--- config.mk ---
export PLATFORM = sky130hd
export DESIGN_NAME = codificador_4b5b_serial_flat
export DESIGN_NICKNAME = d
export VERILOG_FILES = /design/src/rtl/codificador_4b5b_serial_pkg.sv /design/src/rtl/codificador_4b5b_serial_if.sv /design/src/rtl/codificador_4b5b_serial_lut.sv /design/src/rtl/codificador_4b5b_serial.sv /design/src/flat_wrapper.sv
export SDC_FILE = /design/constraint.sdc
export NUM_CORES = 1
export LEC_CHECK = 0
export ABC_AREA = 1
export BUFFER_PORTS_ARGS = -buffer_cell sky130_fd_sc_hd__buf_4
export CORE_MARGIN = 3
export CORE_UTILIZATION = 49
export DETAILED_ROUTE_END_ITERATION = 8
export PLACE_DENSITY_LB_ADDON = 0.12
export SYNTH_ARGS = -nofsm -noshare
export SYNTH_HDL_FRONTEND = slang
export SYNTH_HIERARCHICAL = 1
export SYNTH_SLANG_ARGS = --single-unit
--- constraint.sdc ---
create_clock -name clock -period 2.3 [get_ports clock]
set_input_delay 0.115 -clock clock [delete_from_list [all_inputs] [get_ports clock]]
set_output_delay 0.115 -clock clock [all_outputs]
set_load 0.02 [all_outputs]
--- src/rtl/codificador_4b5b_serial_pkg.sv ---
// Shared 4B5B code words, nibble code table, FSM state encoding and a
// helper that picks one bit of a 5-bit code in either transmit order.
package codificador_4b5b_serial_pkg;

    localparam logic [4:0] CODE_IDLE = 5'b11111;
    localparam logic [4:0] CODE_J    = 5'b11000;
    localparam logic [4:0] CODE_K    = 5'b10001;
    localparam logic [4:0] CODE_T    = 5'b01101;
    localparam logic [4:0] CODE_R    = 5'b00111;
    localparam logic [4:0] CODE_H    = 5'b00100;

    // Indexed by the nibble value 0..F.
    localparam logic [4:0] DATA_CODE [16] = '{
        5'b11110, 5'b01001, 5'b10100, 5'b10101,
        5'b01010, 5'b01011, 5'b01110, 5'b01111,
        5'b10010, 5'b10011, 5'b10110, 5'b10111,
        5'b11010, 5'b11011, 5'b11100, 5'b11101
    };

    typedef enum logic [2:0] {
        ST_IDLE,
        ST_SSD_J,
        ST_SSD_K,
        ST_DATA,
        ST_ESD_T,
        ST_ESD_R,
        ST_HALT
    } state_t;

    // pos is the position within the symbol in transmit order (0 = first bit on the line).
    function automatic logic code_bit(input logic [4:0] code, input logic [2:0] pos,
                                      input bit msb_first);
        return msb_first ? code[3'd4 - pos] : code[pos];
    endfunction

endpackage

--- src/rtl/codificador_4b5b_serial_if.sv ---
// Word handshake between the packet source (master) and the encoder (slave).
interface codificador_4b5b_serial_if #(
    parameter int NIBBLES = 2
);
    logic [4*NIBBLES-1:0] in_data;
    logic                 in_last;
    logic                 in_valid;
    logic                 in_ready;

    modport master (output in_data, output in_last, output in_valid, input in_ready);
    modport slave  (input in_data, input in_last, input in_valid, output in_ready);
endinterface

--- src/rtl/codificador_4b5b_serial_lut.sv ---
// Combinational nibble -> 5-bit 4B5B data code.
module codificador_4b5b_lut
    import codificador_4b5b_serial_pkg::*;
(
    input  logic [3:0] nibble,
    output logic [4:0] code
);
    assign code = DATA_CODE[nibble];
endmodule

--- src/rtl/codificador_4b5b_serial.sv ---
// 4B5B line encoder: frames words as J K <data> T R with IDLE between frames and
// serialises one bit per clock. Symbol decisions are taken once per symbol at bit_cnt == 4.
module codificador_4b5b_serial
    import codificador_4b5b_serial_pkg::*;
#(
    parameter int NIBBLES   = 2,
    parameter bit NRZI      = 1'b0,
    parameter bit MSB_FIRST = 1'b1
) (
    input  logic                     clock,
    input  logic                     reset,
    codificador_4b5b_serial_if.slave in_bus,
    output logic                     tx_bit,
    output logic                     sym_start,
    output logic                     underrun
);
    // state    | meaning
    // ST_IDLE  | between frames, sending IDLE symbols
    // ST_SSD_J | first start delimiter (J)
    // ST_SSD_K | second start delimiter (K)
    // ST_DATA  | sending nibble nib_idx of the active word
    // ST_ESD_T | end delimiter T
    // ST_ESD_R | end delimiter R
    // ST_HALT  | frame aborted for lack of data, sending H

    localparam int W     = 4 * NIBBLES;
    localparam int NIB_W = (NIBBLES > 1) ? $clog2(NIBBLES) : 1;

    state_t           state, nxt_state;
    logic [2:0]       bit_cnt, nxt_pos;
    logic [4:0]       cur_code, nxt_code, lut_code;
    logic [3:0]       lut_nib;
    logic [W-1:0]     hold_data, act_data, act_next;
    logic             hold_full, hold_last, act_last;
    logic [NIB_W-1:0] nib_idx;
    logic             sym_end, nib_last, accept, load_act, adv_nib, start_halt, line_bit;

    assign sym_end         = (bit_cnt == 3'd4);
    assign nib_last        = (nib_idx == NIB_W'(NIBBLES - 1));
    assign act_next        = act_data >> 4;
    assign in_bus.in_ready = !hold_full && !reset;
    assign accept          = in_bus.in_valid && in_bus.in_ready;
    assign nxt_pos         = sym_end ? 3'd0 : bit_cnt + 3'd1;
    assign line_bit        = code_bit(sym_end ? nxt_code : cur_code, nxt_pos, MSB_FIRST);

    // Only a fresh word from hold or the next nibble of the active word is ever encoded.
    assign lut_nib = (state == ST_SSD_K || (state == ST_DATA && nib_last))
                     ? hold_data[3:0] : act_next[3:0];

    codificador_4b5b_lut u_lut (
        .nibble (lut_nib),
        .code   (lut_code)
    );

    always_comb begin
        nxt_state  = state;
        nxt_code   = CODE_IDLE;
        load_act   = 1'b0;
        adv_nib    = 1'b0;
        start_halt = 1'b0;
        case (state)
            ST_IDLE: begin
                if (hold_full) begin
                    nxt_state = ST_SSD_J;
                    nxt_code  = CODE_J;
                end
            end
            ST_SSD_J: begin
                nxt_state = ST_SSD_K;
                nxt_code  = CODE_K;
            end
            ST_SSD_K: begin
                nxt_state = ST_DATA;
                nxt_code  = lut_code;
                load_act  = 1'b1;
            end
            ST_DATA: begin
                if (!nib_last) begin
                    nxt_code = lut_code;
                    adv_nib  = 1'b1;
                end else if (act_last) begin
                    nxt_state = ST_ESD_T;
                    nxt_code  = CODE_T;
                end else if (hold_full) begin
                    nxt_code = lut_code;
                    load_act = 1'b1;
                end else begin
                    nxt_state  = ST_HALT;
                    nxt_code   = CODE_H;
                    start_halt = 1'b1;
                end
            end
            ST_ESD_T: begin
                nxt_state = ST_ESD_R;
                nxt_code  = CODE_R;
            end
            default: nxt_state = ST_IDLE;
        endcase
    end

    always_ff @(posedge clock) begin
        if (reset) begin
            state     <= ST_IDLE;
            bit_cnt   <= 3'd0;
            cur_code  <= CODE_IDLE;
            tx_bit    <= 1'b0;
            sym_start <= 1'b0;
            underrun  <= 1'b0;
            hold_full <= 1'b0;
            hold_data <= '0;
            hold_last <= 1'b0;
            act_data  <= '0;
            act_last  <= 1'b0;
            nib_idx   <= '0;
        end else begin
            tx_bit    <= NRZI ? (tx_bit ^ line_bit) : line_bit;
            sym_start <= sym_end;
            underrun  <= sym_end && start_halt;
            hold_full <= (hold_full && !(sym_end && load_act)) || accept;
            if (accept) begin
                hold_data <= in_bus.in_data;
                hold_last <= in_bus.in_last;
            end
            if (sym_end) begin
                bit_cnt  <= 3'd0;
                state    <= nxt_state;
                cur_code <= nxt_code;
                if (load_act) begin
                    act_data <= hold_data;
                    act_last <= hold_last;
                    nib_idx  <= '0;
                end else if (adv_nib) begin
                    act_data <= act_next;
                    nib_idx  <= nib_idx + NIB_W'(1);
                end
            end else begin
                bit_cnt <= bit_cnt + 3'd1;
            end
        end
    end

endmodule

--- src/flat_wrapper.sv ---
// flat-port wrapper written by rule: the top's interface ports become plain ports
module codificador_4b5b_serial_flat import codificador_4b5b_serial_pkg::*;
#(
    parameter int NIBBLES   = 2,
    parameter bit NRZI      = 1'b0,
    parameter bit MSB_FIRST = 1'b1
)
  (clock, reset, tx_bit, sym_start, underrun, in_bus_in_data, in_bus_in_last, in_bus_in_valid, in_bus_in_ready);
  codificador_4b5b_serial_if #(.NIBBLES(NIBBLES)) in_bus_i ();
  input  logic clock;
  input  logic reset;
  output logic tx_bit;
  output logic sym_start;
  output logic underrun;
  input wire logic [$bits(in_bus_i.in_data)-1:0] in_bus_in_data;
  input wire logic [$bits(in_bus_i.in_last)-1:0] in_bus_in_last;
  input wire logic [$bits(in_bus_i.in_valid)-1:0] in_bus_in_valid;
  output wire logic [$bits(in_bus_i.in_ready)-1:0] in_bus_in_ready;
  assign in_bus_i.in_data = in_bus_in_data;
  assign in_bus_i.in_last = in_bus_in_last;
  assign in_bus_i.in_valid = in_bus_in_valid;
  assign in_bus_in_ready = in_bus_i.in_ready;
  codificador_4b5b_serial #(.NIBBLES(NIBBLES), .NRZI(NRZI), .MSB_FIRST(MSB_FIRST)) u_core (.clock(clock), .reset(reset), .in_bus(in_bus_i), .tx_bit(tx_bit), .sym_start(sym_start), .underrun(underrun));
endmodule
==> results.toml, run 1 <==
[run_status]
outcome = "completed"

[timing]
worst_slew_pin_slew_ps = 597
clock-skew-final_ps = 1.76
report.final.slew_viol_count = 0
max_freq_mhz = 468
period_share_pct = 93.0
hold_violations = 0
finalSetupViolCount = 0
totalNegativeSetupSlack_ps = 0
fin_crit_ps = 2140
unrepaired_setup_endpoints_after_global_routing = "no"
slew_margin_rel_pct = 60.1
layout_setup_ws_ps = 161

[yosys]
yosysMostFrequentCell = "sky130_fd_sc_hd__nand2_1"
synth-main-ff-cell = "sky130_fd_sc_hd__dfxtp_1"
synth_enable_flop_cells = 0
syn-mean-instance-area_um2 = 7.20
yosysWarningCount = 6
synth_area_mm2 = 0.00151
synth_fp_nets = 225
ys_ff_latch = 30
yosys.cell_types.count = 36
synth-async-reset-ratio_pct = 0
sequential_fraction_of_the_synthesis_area_pct = 39.7
synthDominantCellAreaShare_pct = 39.7
synthTopCellsByCount = "sky130_fd_sc_hd__nand2_1 (47), sky130_fd_sc_hd__dfxtp_1 (30), sky130_fd_sc_hd__inv_1 (25), sky130_fd_sc_hd__o21ai_0 (20), sky130_fd_sc_hd__nor2_1 (19)"
synth_cells = 210
synth.top_cells.by_area = "sky130_fd_sc_hd__dfxtp_1 (40%), sky130_fd_sc_hd__nand2_1 (12%), sky130_fd_sc_hd__o21ai_0 (6.6%), sky130_fd_sc_hd__inv_1 (6.2%), sky130_fd_sc_hd__nor2_1 (4.7%)"
post_synth_top_area_cell = "sky130_fd_sc_hd__dfxtp_1"

[detailed_routing]
drt_iter0_drc = 104
drtAntennaViolNets = 0
wire_per_inst_um = 12.5
drt-vias-per-instance = 5.49
routed-via-count = 1456
drt_first_pass_iters = 4
drt-total-wl_um = 3310
remaining_drc_errors = 0

[global_routing]
grt_pass1_vias = 1312
grt_start_max_net_pins = 21
grt_first_pass_wirelength_um = 5610
gr-total-overflow = 0
initial_antenna_violation_count = 0
global_route.usage.total_pct = 20.4

[setup_path]
crit_path_start_kind = "register"
worst-r2r-cell-count = 17
critPathRequiredTime_ps = 2530
setup.reg_to_reg.worst_slack_ps = 160
setup.worst_path.class = "reg -> reg"
timing.critical_path.arrival_ps = 2370
critical_path_sink_type = "register"
path_max_fanout = 8
rr_startpoint = "u_core/state[1]"
worstReg2RegEnd = "u_core/tx_bit"

[clock_tree]
cts_htree_levels = 2
cts_tree = "done"
ctsRootBufferMaster = "sky130_fd_sc_hd__clkbuf_4"
cts_buffers = 5
clock_latency_ps = 330
cts_post_setup_buffers_inserted = 0
clk_pin_slew_worst_paths_ps = 90
max-clock-path-buffers = 2
cts.sink_count = 30

[power_and_ir_drop]
ir_drop_v = 0.000435
cellPowerDensity_mw_per_mm2 = 605
static_leakage_nw = 0.724

[final_layout]
layout.area.seq_um2 = 601
insertedDiodeCount = 0
multiInputGateArea_um2 = 767
n_fill_cell = 277
layout-drive-gt1-share_pct = 19.2
syn2layout_area_growth_pct = 16.4
final_nets = 248

[place]
gp_congestion = 0.883
place.detailed.hpwl_um = 2450
port_buffers = 15
post-place-ws_ps = 38.3

[floorplanning]
floorplan.initialDensity_pct = 53.0
cell_rows = 19
die-height_um = 61.5
die_width_um = 61.5
coreArea_mm2 = 0.00285
die_area_mm2 = 0.00379
top_level_ports = 16

[worst_hold_path]
hold_start = "reset"
hold_path_depth = 2
hold_end = "u_core/tx_bit"
hold_path.class = "in -> reg"

[job]
timing.max_cap.violations = 0
worst max-delay path by stage:
stage,from,endpoint,slack [ps],cells after the start
floorplan,u_core/state[1],u_core/tx_bit,340,17
global placement,u_core/state[1],u_core/tx_bit,200,17
detailed placement,u_core/state[1],u_core/tx_bit,40,17
CTS,u_core/state[1],u_core/tx_bit,30,17
global route,u_core/state[1],u_core/tx_bit,10,17
finish,u_core/state[1],u_core/tx_bit,160,17
state kept, by name (all words and copies together) (netlist names), 3 cells and up:
register          count
u_core/act_data       4
u_core/state          3
u_core/hold_data      8
u_core/cur_code       5
u_core/bit_cnt        3
layout by cell type (no fill, tap or decap), types with 2 or more instances in the layout:
cell and count:
sky130_fd_sc_hd__buf_4 17, sky130_fd_sc_hd__nand2_1 47, sky130_fd_sc_hd__o21ai_0 18, sky130_fd_sc_hd__nor2_1 18, sky130_fd_sc_hd__nand3_1 14, sky130_fd_sc_hd__nor4_1 2
sky130_fd_sc_hd__clkbuf_4 5, sky130_fd_sc_hd__ha_1 3, sky130_fd_sc_hd__o211ai_1 4, sky130_fd_sc_hd__o21ai_1 3, sky130_fd_sc_hd__dlygate4sd3_1 5, sky130_fd_sc_hd__nand3_2 2
sky130_fd_sc_hd__o21ai_2 3, sky130_fd_sc_hd__nand2_2 3, sky130_fd_sc_hd__nor2_2 2, sky130_fd_sc_hd__inv_1 25, sky130_fd_sc_hd__inv_2 4, sky130_fd_sc_hd__a21oi_1 9
sky130_fd_sc_hd__nor2_4 2, sky130_fd_sc_hd__dfxtp_1 30
metrics by stage:
| stage | cells | utilization (%) | hold slack, ps | power (mW) | cell area [um2] |
|---|---|---|---|---|---|
| after global placement | 252 | 57.5 | 312 | 0.741 | 1640 |
| after global routing | 265 | 61.7 | 17.3 | 1.13 | 1760 |
| after detailed placement | 252 | 57.5 | 319 | 0.744 | 1640 |
| after floorplan | 210 | - | 226 | 0.698 | 1510 |
| after CTS | 265 | 61.3 | 14.5 | 1.08 | 1750 |
| final | 265 | 61.7 | 28.8 | 1.06 | 1760 |
metal layers:
| layer | part of all wire, % | global-route usage [%] |
|---|---|---|
| met3 | 6.0 | 5.87 |
| met2 | 47 | 31.2 |
| met4 | 3.1 | 11.2 |
| met1 | 44 | 25.5 |
| met5 | 0 | 0 |
critical path, cell delays in order, from the launching register on:
cell	delay (ps)
sky130_fd_sc_hd__dfxtp_1	410
sky130_fd_sc_hd__inv_1	120
sky130_fd_sc_hd__nor2_2	160
sky130_fd_sc_hd__o21ai_2	140
sky130_fd_sc_hd__o21ai_0	250
sky130_fd_sc_hd__inv_1	120
sky130_fd_sc_hd__nand2_2	80
sky130_fd_sc_hd__o21ai_1	70
sky130_fd_sc_hd__inv_1	70
sky130_fd_sc_hd__nand3_1	70
sky130_fd_sc_hd__nand2_1	60
sky130_fd_sc_hd__nand2_1	50
sky130_fd_sc_hd__o21bai_1	160
sky130_fd_sc_hd__nand2_1	70
sky130_fd_sc_hd__nand2_1	60
sky130_fd_sc_hd__nand2_1	60
sky130_fd_sc_hd__nand2_2	50
sky130_fd_sc_hd__a21oi_2	40
cell families after synthesis:
kind of cell               Yosys count  share of synthesized area [%]
buffers and inverters               36                           10.2
adders and majority gates            3                           2.48
and+or+nand+nor                     96                           29.1
AOI/OAI and AO/OA                   44                           17.9
DFF                                 30                           39.7
xor gates and xnor gates             1                          0.580
report_power, final:
part           switching [mW]  internal, mW
Clock                   0.176         0.148
Combinational           0.105        0.0747
Sequential             0.0148         0.546
Total                   0.295         0.769
layout make-up:
cell class              instances  area share (%)
clock buffers                   7            3.13
inverters                      30            6.54
repair buffers                 22            10.1
clock inverters                 1           0.284
well taps                      31            2.20
flip-flops and latches         30            34.1
multi-input cells             144            43.6
timing repair:
| item | in CTS | in global routing |
|---|---|---|
| setup endpoints to repair | 0 | 4 |
| endpoints found under the hold margin | 5 | 0 |
| hold buffers | 5 | 0 |
| resized for setup | 0 | 5 |
No activity file was read; power rests on OpenSTA's default activity.
==> inputs of run 2 (changes only) <==
--- a/config.mk
+++ b/config.mk
@@ -9,8 +9,10 @@
 export BUFFER_PORTS_ARGS = -buffer_cell sky130_fd_sc_hd__buf_4
 export CORE_MARGIN = 3
 export CORE_UTILIZATION = 49
+export CTS_BUF_LIST = sky130_fd_sc_hd__clkbuf_16
 export DETAILED_ROUTE_END_ITERATION = 8
 export PLACE_DENSITY_LB_ADDON = 0.12
+export SLEW_MARGIN = 20
 export SYNTH_ARGS = -nofsm -noshare
 export SYNTH_HDL_FRONTEND = slang
 export SYNTH_HIERARCHICAL = 1
==> results.toml, run 2 (synthesis gave the netlist of run 1 again) <==
[timing]
max_freq_mhz = 461
slew_margin_rel_pct = 60.1
finalSetupViolCount = 0
hold_violations = 0
layout_setup_ws_ps = 132
report.final.slew_viol_count = 0
period_share_pct = 94.3
fin_crit_ps = 2170
worst_slew_pin_slew_ps = 598
timing.hold.ws_ps = 40.8
totalNegativeSetupSlack_ps = 0
clock-skew-final_ps = 1.95

[power_and_ir_drop]
totalPowerFinal_mw = 1.33
p_clk_share_pct = 44.5
p_int_mw = 1.01
combinational_group_share_of_total_power_pct = 13.2
switching_share_pct = 24.5
total_switching_power_mw = 0.327
power_frac_seq_pct = 42.3
static_leakage_nw = 0.740
cellPowerDensity_mw_per_mm2 = 746
ir_drop_v = 0.000597

[final_layout]
most_used_cells_in_the_layout_excluding_fill_and_tap_cells = "sky130_fd_sc_hd__nand2_1 (47), sky130_fd_sc_hd__dfxtp_1 (30), sky130_fd_sc_hd__inv_1 (26), sky130_fd_sc_hd__o21ai_0 (18), sky130_fd_sc_hd__nor2_1 (18)"
final_util_pct = 62.6
syn2layout_area_growth_pct = 18.2
registers.top_by_ff_count = "u_core/hold_data"
largest_register_ffs = 8
largest_registers_in_the_final_layout = "u_core/hold_data (8), u_core/cur_code (5), u_core/act_data (4)"
final_nets = 243
layout-drive-gt1-share_pct = 19.2
insertedDiodeCount = 0
most_common_cell_after_layout_fill_and_taps_aside = "sky130_fd_sc_hd__nand2_1"

[clock_tree]
cts.sink_count = 30
ctsRootBufferMaster = "sky130_fd_sc_hd__clkbuf_16"
clk_pin_slew_worst_paths_ps = 50
cts_post_setup_buffers_inserted = 0
cts_htree_levels = 2
clock_latency_ps = 270
max-clock-path-buffers = 2
cts_tree = "done"
cts_buffers = 5

[detailed_routing]
drt_first_pass_iters = 4
drtAntennaViolNets = 0
remaining_drc_errors = 0
drt_iter0_drc = 103
drt-vias-per-instance = 5.51
wire_per_inst_um = 13.0
routed-via-count = 1433
drt-total-wl_um = 3380

[floorplanning]
coreArea_mm2 = 0.00285
floorplan.initialDensity_pct = 53.0
top_level_ports = 16
die-height_um = 61.5
die_area_mm2 = 0.00379
cell_rows = 19
die_width_um = 61.5

[setup_path]
critPathCapture = "u_core/tx_bit"
cp_num_buf_inv = 3
critical_path_sink_type = "register"
rr_startpoint = "u_core/state[0]"
crit_path_start_kind = "register"
crit_cells = 17
crit_path_max_incr_delay_ps = 410
worstReg2RegEnd = "u_core/tx_bit"
worst-r2r-cell-count = 17
setup.worst_path.class = "reg -> reg"
timing.critical_path.arrival_ps = 2330
cp_slowest_cell = "sky130_fd_sc_hd__dfxtp_1"
critPathLaunch = "u_core/state[0]"
path_max_fanout = 8
critPathRequiredTime_ps = 2460
critPathMostFrequentCell = "sky130_fd_sc_hd__nand2_1"
setup.reg_to_reg.worst_slack_ps = 130
critPathTopFamily = "compound AO/OA/AOI/OAI gates"
crit_path_cell_trace = "inv_1 -> o21ai_2 -> nand2_1 -> o21ai_0 -> inv_1 -> nand2_2 -> o21ai_1 -> inv_1 -> nand3_1 -> nand2_1 -> nand2_1 -> o21bai_1 -> nand2_1 -> nand2_1 -> nand2_1 -> nand2_2 -> a21oi_2"

[place]
gp_congestion = 0.883
place.detailed.hpwl_um = 2450
post-place-ws_ps = 38.3
port_buffers = 15

[global_routing]
grt_first_pass_wirelength_um = 5730
initial_antenna_violation_count = 0
global_route.usage.total_pct = 21.2
gr-total-overflow = 0
grt_start_max_net_pins = 21
grt_pass1_vias = 1307

[job]
timing.max_cap.violations = 0

[worst_hold_path]
hold_path.class = "in -> reg"

[run_status]
outcome = "completed"
[run 2: cell count changes in the layout (fill, tap and decap cells not counted), sizes merged]
cell / previous run / this run
inv: 30 / 31
clkinv: 1 / 2
clkbuf: 7 / 5
dlygate4sd3: 5 / 0
[run 2: through the flow]
| step | std cells | area (um2) |
|---|---|---|
| floorplan | 210 | 1510 |
| global placement | 252 | 1640 |
| detailed placement | 252 | 1640 |
| CTS | 260 | 1780 |
| global route | 260 | 1790 |
| finish | 260 | 1790 |
[run 2: worst min-delay path, delay by kind of cell]
kind          cells  cell delay, ps
simple gates      2              90
buf+inv           1              80
[run 2: how the worst min path moves through the flow]
stage	start	end	slack [ps]	depth (start not counted)
global route	in_bus_in_last	u_core/hold_last	50	3
floorplan	in_bus_in_last	u_core/hold_last	230	2
CTS	in_bus_in_last	u_core/hold_last	40	3
global placement	in_bus_in_last	u_core/hold_last	310	3
detailed placement	in_bus_in_last	u_core/hold_last	320	3
finish	in_bus_in_last	u_core/hold_last	40	3
[run 2: what timing repair did]
action,in CTS,in global routing
resized for setup,0,5
endpoints found under the setup margin,0,4
hold buffers,0,0
[run 2: per-layer routing]
metal	track usage, %	vias up	part of all wire [%]
met5	0	-	0
met4	14.2	0	3.3
met3	5.03	13	4.5
met2	32.7	40	47
met1	25.9	660	45
li1	-	720	-
[run 2: final cells by class]
type	count	area (um2)
Clock buffer	5	125
Clock inverter	3	12.5
Fill cell	261	1070
Inverter	30	115
Multi-Input combinational cell	144	767
Sequential cell	30	601
Tap cell	31	38.8
Timing Repair Buffer	17	128
[run 2: power groups by stage]
stage               registers, mW  logic [mW]  clock network, mW
global route                0.565       0.198              0.644
floorplan                   0.576       0.122                  0
detailed placement          0.573       0.172                  0
global placement            0.573       0.169                  0
finish                      0.564       0.176              0.593
CTS                         0.563       0.175              0.609
